**config.mk**
```make
export PLATFORM = sky130hd
export DESIGN_NAME = axi_lite_xbar_map_ctrl
export DESIGN_NICKNAME = d
export VERILOG_FILES = /design/src/rtl/axi_lite_xbar_map_ctrl.sv
export SDC_FILE = /design/constraint.sdc
export NUM_CORES = 2
export LEC_CHECK = 0
export ABC_AREA = 1
export CAP_MARGIN = 30
export CELL_PAD_IN_SITES_DETAIL_PLACEMENT = 0
export CELL_PAD_IN_SITES_GLOBAL_PLACEMENT = 1
export CORE_AREA = 5 5 508 510
export CTS_BUF_LIST = sky130_fd_sc_hd__clkbuf_8 sky130_fd_sc_hd__clkbuf_16
export DETAILED_ROUTE_END_ITERATION = 7
export DIE_AREA = 0 0 513 515
export HOLD_SLACK_MARGIN = 0.15
export PLACE_DENSITY = 0.64
export SYNTH_ARGS = -nofsm -noshare
export SYNTH_HDL_FRONTEND = slang
export SYNTH_SLANG_ARGS = --single-unit
export TNS_END_PERCENT = 20
```
**constraint.sdc**
```tcl
create_clock -name clk_i -period 3.9 [get_ports clk_i]
set_clock_uncertainty 0.2 [all_clocks]
set_input_delay 0.585 -clock clk_i [delete_from_list [all_inputs] [get_ports clk_i]]
set_output_delay 0.585 -clock clk_i [all_outputs]
set_load 0.01 [all_outputs]
```
**src/rtl/axi_lite_xbar_map_ctrl.sv**
```systemverilog
// Runtime address-map controller: gates crossbar Ax beats, drains outstanding traffic, then swaps the map.
// Optional drain-cycle statistics output enabled by AXI_LITE_XBAR_MAP_CTRL_STATS_EN.
package axi_pkg;
    typedef struct packed {
        int unsigned idx;
        logic [63:0] start_addr;
        logic [63:0] end_addr;
    } xbar_rule_64_t;
endpackage

module axi_lite_xbar_map_ctrl #(
    parameter int unsigned NumSlvPorts  = 2,
    parameter int unsigned NumMstPorts  = 4,
    parameter int unsigned NumAddrRules = 4,
    parameter int unsigned MaxTrans     = 8,
    parameter type rule_t = axi_pkg::xbar_rule_64_t,
    localparam int unsigned MstIdxWidth = (NumMstPorts > 1) ? $clog2(NumMstPorts) : 1
) (
    input  logic                                   clk_i,
    input  logic                                   rst_i,
    input  logic [NumSlvPorts-1:0]                 slv_aw_valid_i,
    input  logic [NumSlvPorts-1:0]                 slv_ar_valid_i,
    output logic [NumSlvPorts-1:0]                 slv_aw_ready_o,
    output logic [NumSlvPorts-1:0]                 slv_ar_ready_o,
    output logic [NumSlvPorts-1:0]                 xbar_aw_valid_o,
    output logic [NumSlvPorts-1:0]                 xbar_ar_valid_o,
    input  logic [NumSlvPorts-1:0]                 xbar_aw_ready_i,
    input  logic [NumSlvPorts-1:0]                 xbar_ar_ready_i,
    input  logic [NumSlvPorts-1:0]                 b_hs_i,
    input  logic [NumSlvPorts-1:0]                 r_hs_i,
    input  logic                                   upd_valid_i,
    output logic                                   upd_ready_o,
    input  rule_t [NumAddrRules-1:0]               upd_map_i,
    input  logic [NumSlvPorts-1:0]                 upd_en_default_i,
    input  logic [NumSlvPorts-1:0][MstIdxWidth-1:0] upd_default_i,
    output logic                                   upd_done_o,
    output rule_t [NumAddrRules-1:0]               addr_map_o,
    output logic [NumSlvPorts-1:0]                 en_default_mst_port_o,
    output logic [NumSlvPorts-1:0][MstIdxWidth-1:0] default_mst_port_o,
    output logic                                   busy_o
`ifdef AXI_LITE_XBAR_MAP_CTRL_STATS_EN
    ,
    output logic [15:0]                            drain_cycles_o
`endif
);
    localparam int unsigned CntWidth = $clog2(MaxTrans + 1);
    localparam logic [CntWidth-1:0] CntMax = CntWidth'(MaxTrans);

    typedef enum logic [1:0] {IDLE, DRAIN, SWAP} state_e;

    state_e state_q, state_d;
    logic [NumSlvPorts-1:0] aw_pend_q, aw_pend_d, ar_pend_q, ar_pend_d;
    logic [NumSlvPorts-1:0] blk_aw, blk_ar, aw_open, ar_open, aw_hs, ar_hs;
    logic [CntWidth-1:0] wr_cnt_q [NumSlvPorts];
    logic [CntWidth-1:0] wr_cnt_d [NumSlvPorts];
    logic [CntWidth-1:0] rd_cnt_q [NumSlvPorts];
    logic [CntWidth-1:0] rd_cnt_d [NumSlvPorts];
    rule_t [NumAddrRules-1:0] map_q, map_d, sh_map_q, sh_map_d;
    logic [NumSlvPorts-1:0] en_q, en_d, sh_en_q, sh_en_d;
    logic [NumSlvPorts-1:0][MstIdxWidth-1:0] dflt_q, dflt_d, sh_dflt_q, sh_dflt_d;
    logic accept, drained;

    for (genvar gi = 0; gi < NumSlvPorts; gi++) begin : g_gate
        assign blk_aw[gi]  = (state_q != IDLE) | (wr_cnt_q[gi] == CntMax);
        assign blk_ar[gi]  = (state_q != IDLE) | (rd_cnt_q[gi] == CntMax);
        // A beat already presented to the crossbar stays presented until it handshakes.
        assign aw_open[gi] = aw_pend_q[gi] | ~blk_aw[gi];
        assign ar_open[gi] = ar_pend_q[gi] | ~blk_ar[gi];
        assign xbar_aw_valid_o[gi] = slv_aw_valid_i[gi] & aw_open[gi];
        assign xbar_ar_valid_o[gi] = slv_ar_valid_i[gi] & ar_open[gi];
        assign slv_aw_ready_o[gi]  = xbar_aw_ready_i[gi] & aw_open[gi];
        assign slv_ar_ready_o[gi]  = xbar_ar_ready_i[gi] & ar_open[gi];
        assign aw_hs[gi] = xbar_aw_valid_o[gi] & xbar_aw_ready_i[gi];
        assign ar_hs[gi] = xbar_ar_valid_o[gi] & xbar_ar_ready_i[gi];

        assert property (@(posedge clk_i) disable iff (rst_i)
            !(b_hs_i[gi] && !aw_hs[gi] && (wr_cnt_q[gi] == '0)));
        assert property (@(posedge clk_i) disable iff (rst_i)
            !(r_hs_i[gi] && !ar_hs[gi] && (rd_cnt_q[gi] == '0)));
    end

    assign accept      = (state_q == IDLE) & upd_valid_i;
    assign upd_ready_o = (state_q == IDLE);
    assign busy_o      = (state_q != IDLE);
    assign upd_done_o  = (state_q == SWAP);

    // Drain is judged on next-cycle values so SWAP follows the final response directly.
    always_comb begin
        drained = 1'b1;
        for (int i = 0; i < NumSlvPorts; i++) begin
            wr_cnt_d[i] = wr_cnt_q[i];
            if (aw_hs[i] && !b_hs_i[i]) begin
                wr_cnt_d[i] = wr_cnt_q[i] + CntWidth'(1);
            end else if (!aw_hs[i] && b_hs_i[i] && (wr_cnt_q[i] != '0)) begin
                wr_cnt_d[i] = wr_cnt_q[i] - CntWidth'(1);
            end
            rd_cnt_d[i] = rd_cnt_q[i];
            if (ar_hs[i] && !r_hs_i[i]) begin
                rd_cnt_d[i] = rd_cnt_q[i] + CntWidth'(1);
            end else if (!ar_hs[i] && r_hs_i[i] && (rd_cnt_q[i] != '0)) begin
                rd_cnt_d[i] = rd_cnt_q[i] - CntWidth'(1);
            end
            aw_pend_d[i] = aw_hs[i] ? 1'b0 : (xbar_aw_valid_o[i] ? 1'b1 : aw_pend_q[i]);
            ar_pend_d[i] = ar_hs[i] ? 1'b0 : (xbar_ar_valid_o[i] ? 1'b1 : ar_pend_q[i]);
            if ((wr_cnt_d[i] != '0) || (rd_cnt_d[i] != '0) || aw_pend_d[i] || ar_pend_d[i]) begin
                drained = 1'b0;
            end
        end
    end

    always_comb begin
        state_d   = state_q;
        sh_map_d  = sh_map_q;
        sh_en_d   = sh_en_q;
        sh_dflt_d = sh_dflt_q;
        map_d     = map_q;
        en_d      = en_q;
        dflt_d    = dflt_q;
        case (state_q)
            IDLE: begin
                if (accept) begin
                    state_d   = DRAIN;
                    sh_map_d  = upd_map_i;
                    sh_en_d   = upd_en_default_i;
                    sh_dflt_d = upd_default_i;
                end
            end
            DRAIN: begin
                if (drained) begin
                    state_d = SWAP;
                    map_d   = sh_map_q;
                    en_d    = sh_en_q;
                    dflt_d  = sh_dflt_q;
                end
            end
            SWAP:    state_d = IDLE;
            default: state_d = IDLE;
        endcase
    end

`ifdef AXI_LITE_XBAR_MAP_CTRL_STATS_EN
    logic [15:0] drain_cycles_q, drain_cycles_d;
    always_comb begin
        drain_cycles_d = drain_cycles_q;
        if (accept) begin
            drain_cycles_d = '0;
        end else if ((state_q == DRAIN) && (drain_cycles_q != 16'hFFFF)) begin
            drain_cycles_d = drain_cycles_q + 16'd1;
        end
    end
    always_ff @(posedge clk_i) begin
        if (rst_i) drain_cycles_q <= '0;
        else       drain_cycles_q <= drain_cycles_d;
    end
    assign drain_cycles_o = drain_cycles_q;
`endif

    always_ff @(posedge clk_i) begin
        if (rst_i) begin
            state_q   <= IDLE;
            aw_pend_q <= '0;
            ar_pend_q <= '0;
            for (int i = 0; i < NumSlvPorts; i++) begin
                wr_cnt_q[i] <= '0;
                rd_cnt_q[i] <= '0;
            end
            sh_map_q  <= '0;
            sh_en_q   <= '0;
            sh_dflt_q <= '0;
            map_q     <= '0;
            en_q      <= '0;
            dflt_q    <= '0;
        end else begin
            state_q   <= state_d;
            aw_pend_q <= aw_pend_d;
            ar_pend_q <= ar_pend_d;
            for (int i = 0; i < NumSlvPorts; i++) begin
                wr_cnt_q[i] <= wr_cnt_d[i];
                rd_cnt_q[i] <= rd_cnt_d[i];
            end
            sh_map_q  <= sh_map_d;
            sh_en_q   <= sh_en_d;
            sh_dflt_q <= sh_dflt_d;
            map_q     <= map_d;
            en_q      <= en_d;
            dflt_q    <= dflt_d;
        end
    end

    assign addr_map_o            = map_q;
    assign en_default_mst_port_o = en_q;
    assign default_mst_port_o    = dflt_q;
endmodule

```
* Word-level counts from Yosys, hierarchy flattened
Memories as Yosys holds them, arrays and structs flattened. Cells that the tools add are included.
Word-level totals: latch bits 0, word-level logic and storage cells 147, memories 2, flip-flop bits (word level) 1298, memory bits (read-only) 0, output and inout port bits 657, bits in writable memories 16, input port bits 661
Memories:
- rd_cnt_q | words 2, width 4, rd ports 2, clocked after Yosys merged registers in 0, write ports 2, RTL line 56 | logic [CntWidth-1:0] rd_cnt_q [NumSlvPorts];
- wr_cnt_q | words 2, width 4, rd ports 2, clocked after Yosys merged registers in 0, write ports 2, RTL line 54 | logic [CntWidth-1:0] wr_cnt_q [NumSlvPorts];
Cells by class: bitwise logic cells 29, reductions and logical operators 39, divide/modulo/power cells 0, add/subtract/negate cells 8, mux-type cells 28, equality and inequality tests 8, $mul 0, $lt $le $gt $ge 0, shift operators 0
Operators with widths (count):
- 4-bit 2-to-1 mux | 12
- 4-bit nonzero test | 8
- 4-bit by 1-bit adder with 4-bit output, second input constant | 4
- 4-bit equality test, second input constant | 4
- 4-bit by 1-bit subtractor with 4-bit output, second input constant | 4
- 1-bit AND | 13
- 1-bit 2-to-1 mux | 13
- 1-bit logical AND | 12
- 1-bit bitwise OR | 12
- 1-bit logical NOT | 8
- 1-bit logical OR | 6
- 2-bit AND reduction | 3
- 2-bit 2-to-1 mux | 2
- 1-bit inverter | 4
- 2-bit one-hot mux with 2 select lines | 1
- 2-bit by 1-bit equality test with 1-bit output, second input constant | 1
- 2-bit equality test, second input constant | 1
- 2-bit logical NOT | 1
- 2-bit by 1-bit != test with 1-bit output, second input constant | 1
- 2-bit != test, second input constant | 1
- 2-bit nonzero test | 1

* Logic depth before layout (Yosys ltp)
word-level depth 19, depth in mapped cells 20, depth with buffers taken out 18

* Least setup slack after synthesis
No wires, ideal clock.
path type reg2reg, from memory rd_cnt_q[0][4] (netlist name), to register map_q, in the netlist addr_map_o[100], data required time 3590 ps, arrival time 2489 ps, cell stages (with the launch flop) 17, period minus slack after synthesis 2799 ps, setup slack 1101 ps, path through dfxtp_1 inv_1 ha_1 nand3_1 nand2_1 a21oi_1 nand4_1 nand2_1 nand2_1 nand2_1 nand3_1 nor2_2 clkbuf_1 clkbuf_1 nand4_1 nand2_1 nor2_1
RTL lines:
- start: declaration | RTL line 56
- end signal: assignment | RTL line 184 | map_q <= map_d;
- end: declaration | RTL line 58 | rule_t [NumAddrRules-1:0] map_q, map_d, sh_map_q, sh_map_d;

==> out/results.ini <==
[run_status]
status = complete, no violations

[floorplanning]
ios = 1318
die_h_um = 515
die_area_mm2 = 0.264
die_x_um = 513
core_mm2 = 0.253
rows = 185
initial_utilization_pct = 21.7

[logic_synthesis]
ys_types = 24
avgSynthCellArea_um2 = 6.91
syn_nets = 8615
syn-cell-area_mm2 = 0.0549
yosysWarnings = 0
ys_ff_latch = 1314
synth_top_area_cell = dfxtp_1
yosys.area.top_type_share_pct = 47.9
seq_area_frac_synth_pct = 47.9
synthCells = 7946
ys_top_cells_by_area = dfxtp_1, inv_1, nand2_1

[drt]
antenna_left = 0
post_drt_via_cell_ratio = 4.18
vias = 52754
drt-total-wl_mm = 228
drc = 0
dr.pass1.iters = 5
wl_per_cell_um = 18.0
dr.first_iter.drc_count = 3430

[flow_run]
maxCapViolations = 0

[timing]
slew_violations = 0
hold_viol_final = 0
max_slew_margin_pct = 49.8
timing.fmax_mhz = 283
layout_worst_path_cycle_share_pct = 90.7
grt_setup_unrepaired = no
setup_tns_ps = 0
finalSetupViolCount = 0
worstMarginPinSlew_ps = 751
fin_crit_ps = 3540

[global_routing]
grt_util_all_layers_pct = 16.3
grt_pass1_vias = 50934
gr-total-overflow = 0
grt_pass1_wl_mm = 330
antenna_found_initial = 45
grt_max_degree = 130

[power]
ir_worst_vdd_mv = 0.387
power.density_mw_per_mm2 = 460
leakagePower_nw = 32.9

[cells_and_area]
nFillCells = 27074
final_common_cell = inv_1
mostFrequentLayoutCells = inv_1, nand2_1, clkdlybuf4s50_1
fin_util_pct = 31.0
fin_nets = 9795
drive_above_1_share_pct = 6.75
syn2layout_area_growth_pct = 42.8

[setup_path]
cp.required_ps = 3120
crit_type = flip-flop to primary output
crit_path_max_fanout = 4
crit_arrival_ps = 2750
startpoint_type = flip-flop
crit_path_end_kind = primary output

[cts]
cts.hold.buffers_added = 89
post_cts_resized = 0
cts_made_buffers = 156
clockBufferDepth = 3
root_buffer = clkbuf_16
post_cts_buffers = 0
clk_latency_ps = 810
clk_pin_slew_ps = 60
cts_tree = built
cts.htree.levels = 4
clock-sinks = 1314

[min_path]
hold_class = input pin to flip-flop

[place]
gp_congestion = 0.855
io_buffers = 1317
dpl.hpwl_mm = 165

[registers in the layout (all words and copies together) (netlist names), 4 cells and up]
name and cells:
addr_map_o 640, default_mst_port_o 4, rd_cnt_q 8, sh_dflt_q 4
sh_map_q 640, wr_cnt_q 8
[Yosys cell counts]
master    number
nor2_2         2
and2_1         1
o211ai_1       1
nand3b_1       1
buf_1         91
nand3_2        1
nor2_1       676
clkinv_1       1
o211a_1        1
inv_1       1781
a31oi_1        2
inv_2        197
buf_2        151
a21boi_0       2
a21oi_1      657
dfxtp_1     1314
nor2_4         1
xor2_1        10
ha_1           8
o21ai_0      651
clkbuf_1     330
nand4_1      652
nand2_1     1378
nand3_1       37
[worst paths after layout]
check                                 endpoint  slack (ps)                  startpoint  cells past startpoint
setup reg to reg  addr_map_o[345]$_SDFFE_PP0P_         460   rd_cnt_q[0][0]$_SDFF_PP0_                     19
hold reg to reg     sh_map_q[334]$_SDFFE_PP0P_         250  sh_map_q[334]$_SDFFE_PP0P_                      2
setup / recovery            xbar_ar_valid_o[0]         360   rd_cnt_q[0][0]$_SDFF_PP0_                      8
hold / removal      sh_map_q[180]$_SDFFE_PP0P_         240              upd_map_i[180]                      3
[final cells by class]
cell class	instances	area, um2	area share, %
clock buffer	187	4350	5.55
inverter	1979	7440	9.49
antenna	22	55.1	0.0702
multi-input combinational	4081	18800	24.0
sequential	1314	26300	33.6
clock inverter	83	856	1.09
timing repair buffer	1594	16300	20.8
tap	3366	4210	5.37
[per-stage QoR]
stage	instances	cell area (um2)	total power, mW	hold WS (ps)	setup slack [ps]
after detailed placement	12245	72200	21.4	243	177
after global routing	12615	78300	37.6	186	190
final	12626	78400	36.0	235	361
after floorplan	7946	54900	18.2	230	1100
after CTS	12604	78300	36.5	150	286
after global placement	12245	72200	21.3	237	171
[power by group]
part	internal (mW)	switching (mW)
clock	8.51	6.31
sequential	14.1	0.219
combinational	2.29	4.61
[cell families after synthesis]
family | Yosys count | share of synthesized area (%)
xor gates and xnor gates | 10 | 0.160
adders and majority gates | 8 | 0.182
and+or+nand+nor | 2749 | 21.9
DFF | 1314 | 47.9
AOI/OAI and AO/OA | 1314 | 12.0
buffers and inverters | 2551 | 17.8
[layer usage]
metal	up-vias	GRT usage, %	share of wire, %
met3	318	5.08	8.1
met1	24323	20.3	43
met5	-	0	0.098
met4	34	5.15	2.8
met2	1505	26.7	46
li1	26574	-	-
[critical path, cell delays in order (launching register included)]
cell and delay, ps:
dfxtp_1 380, inv_1 90, ha_1 240, nand3_1 110
nand2_1 70, nand2_1 100, inv_1 60, nor2_1 230
clkdlybuf4s50_1 700
No activity file was read; power rests on OpenSTA's default activity.
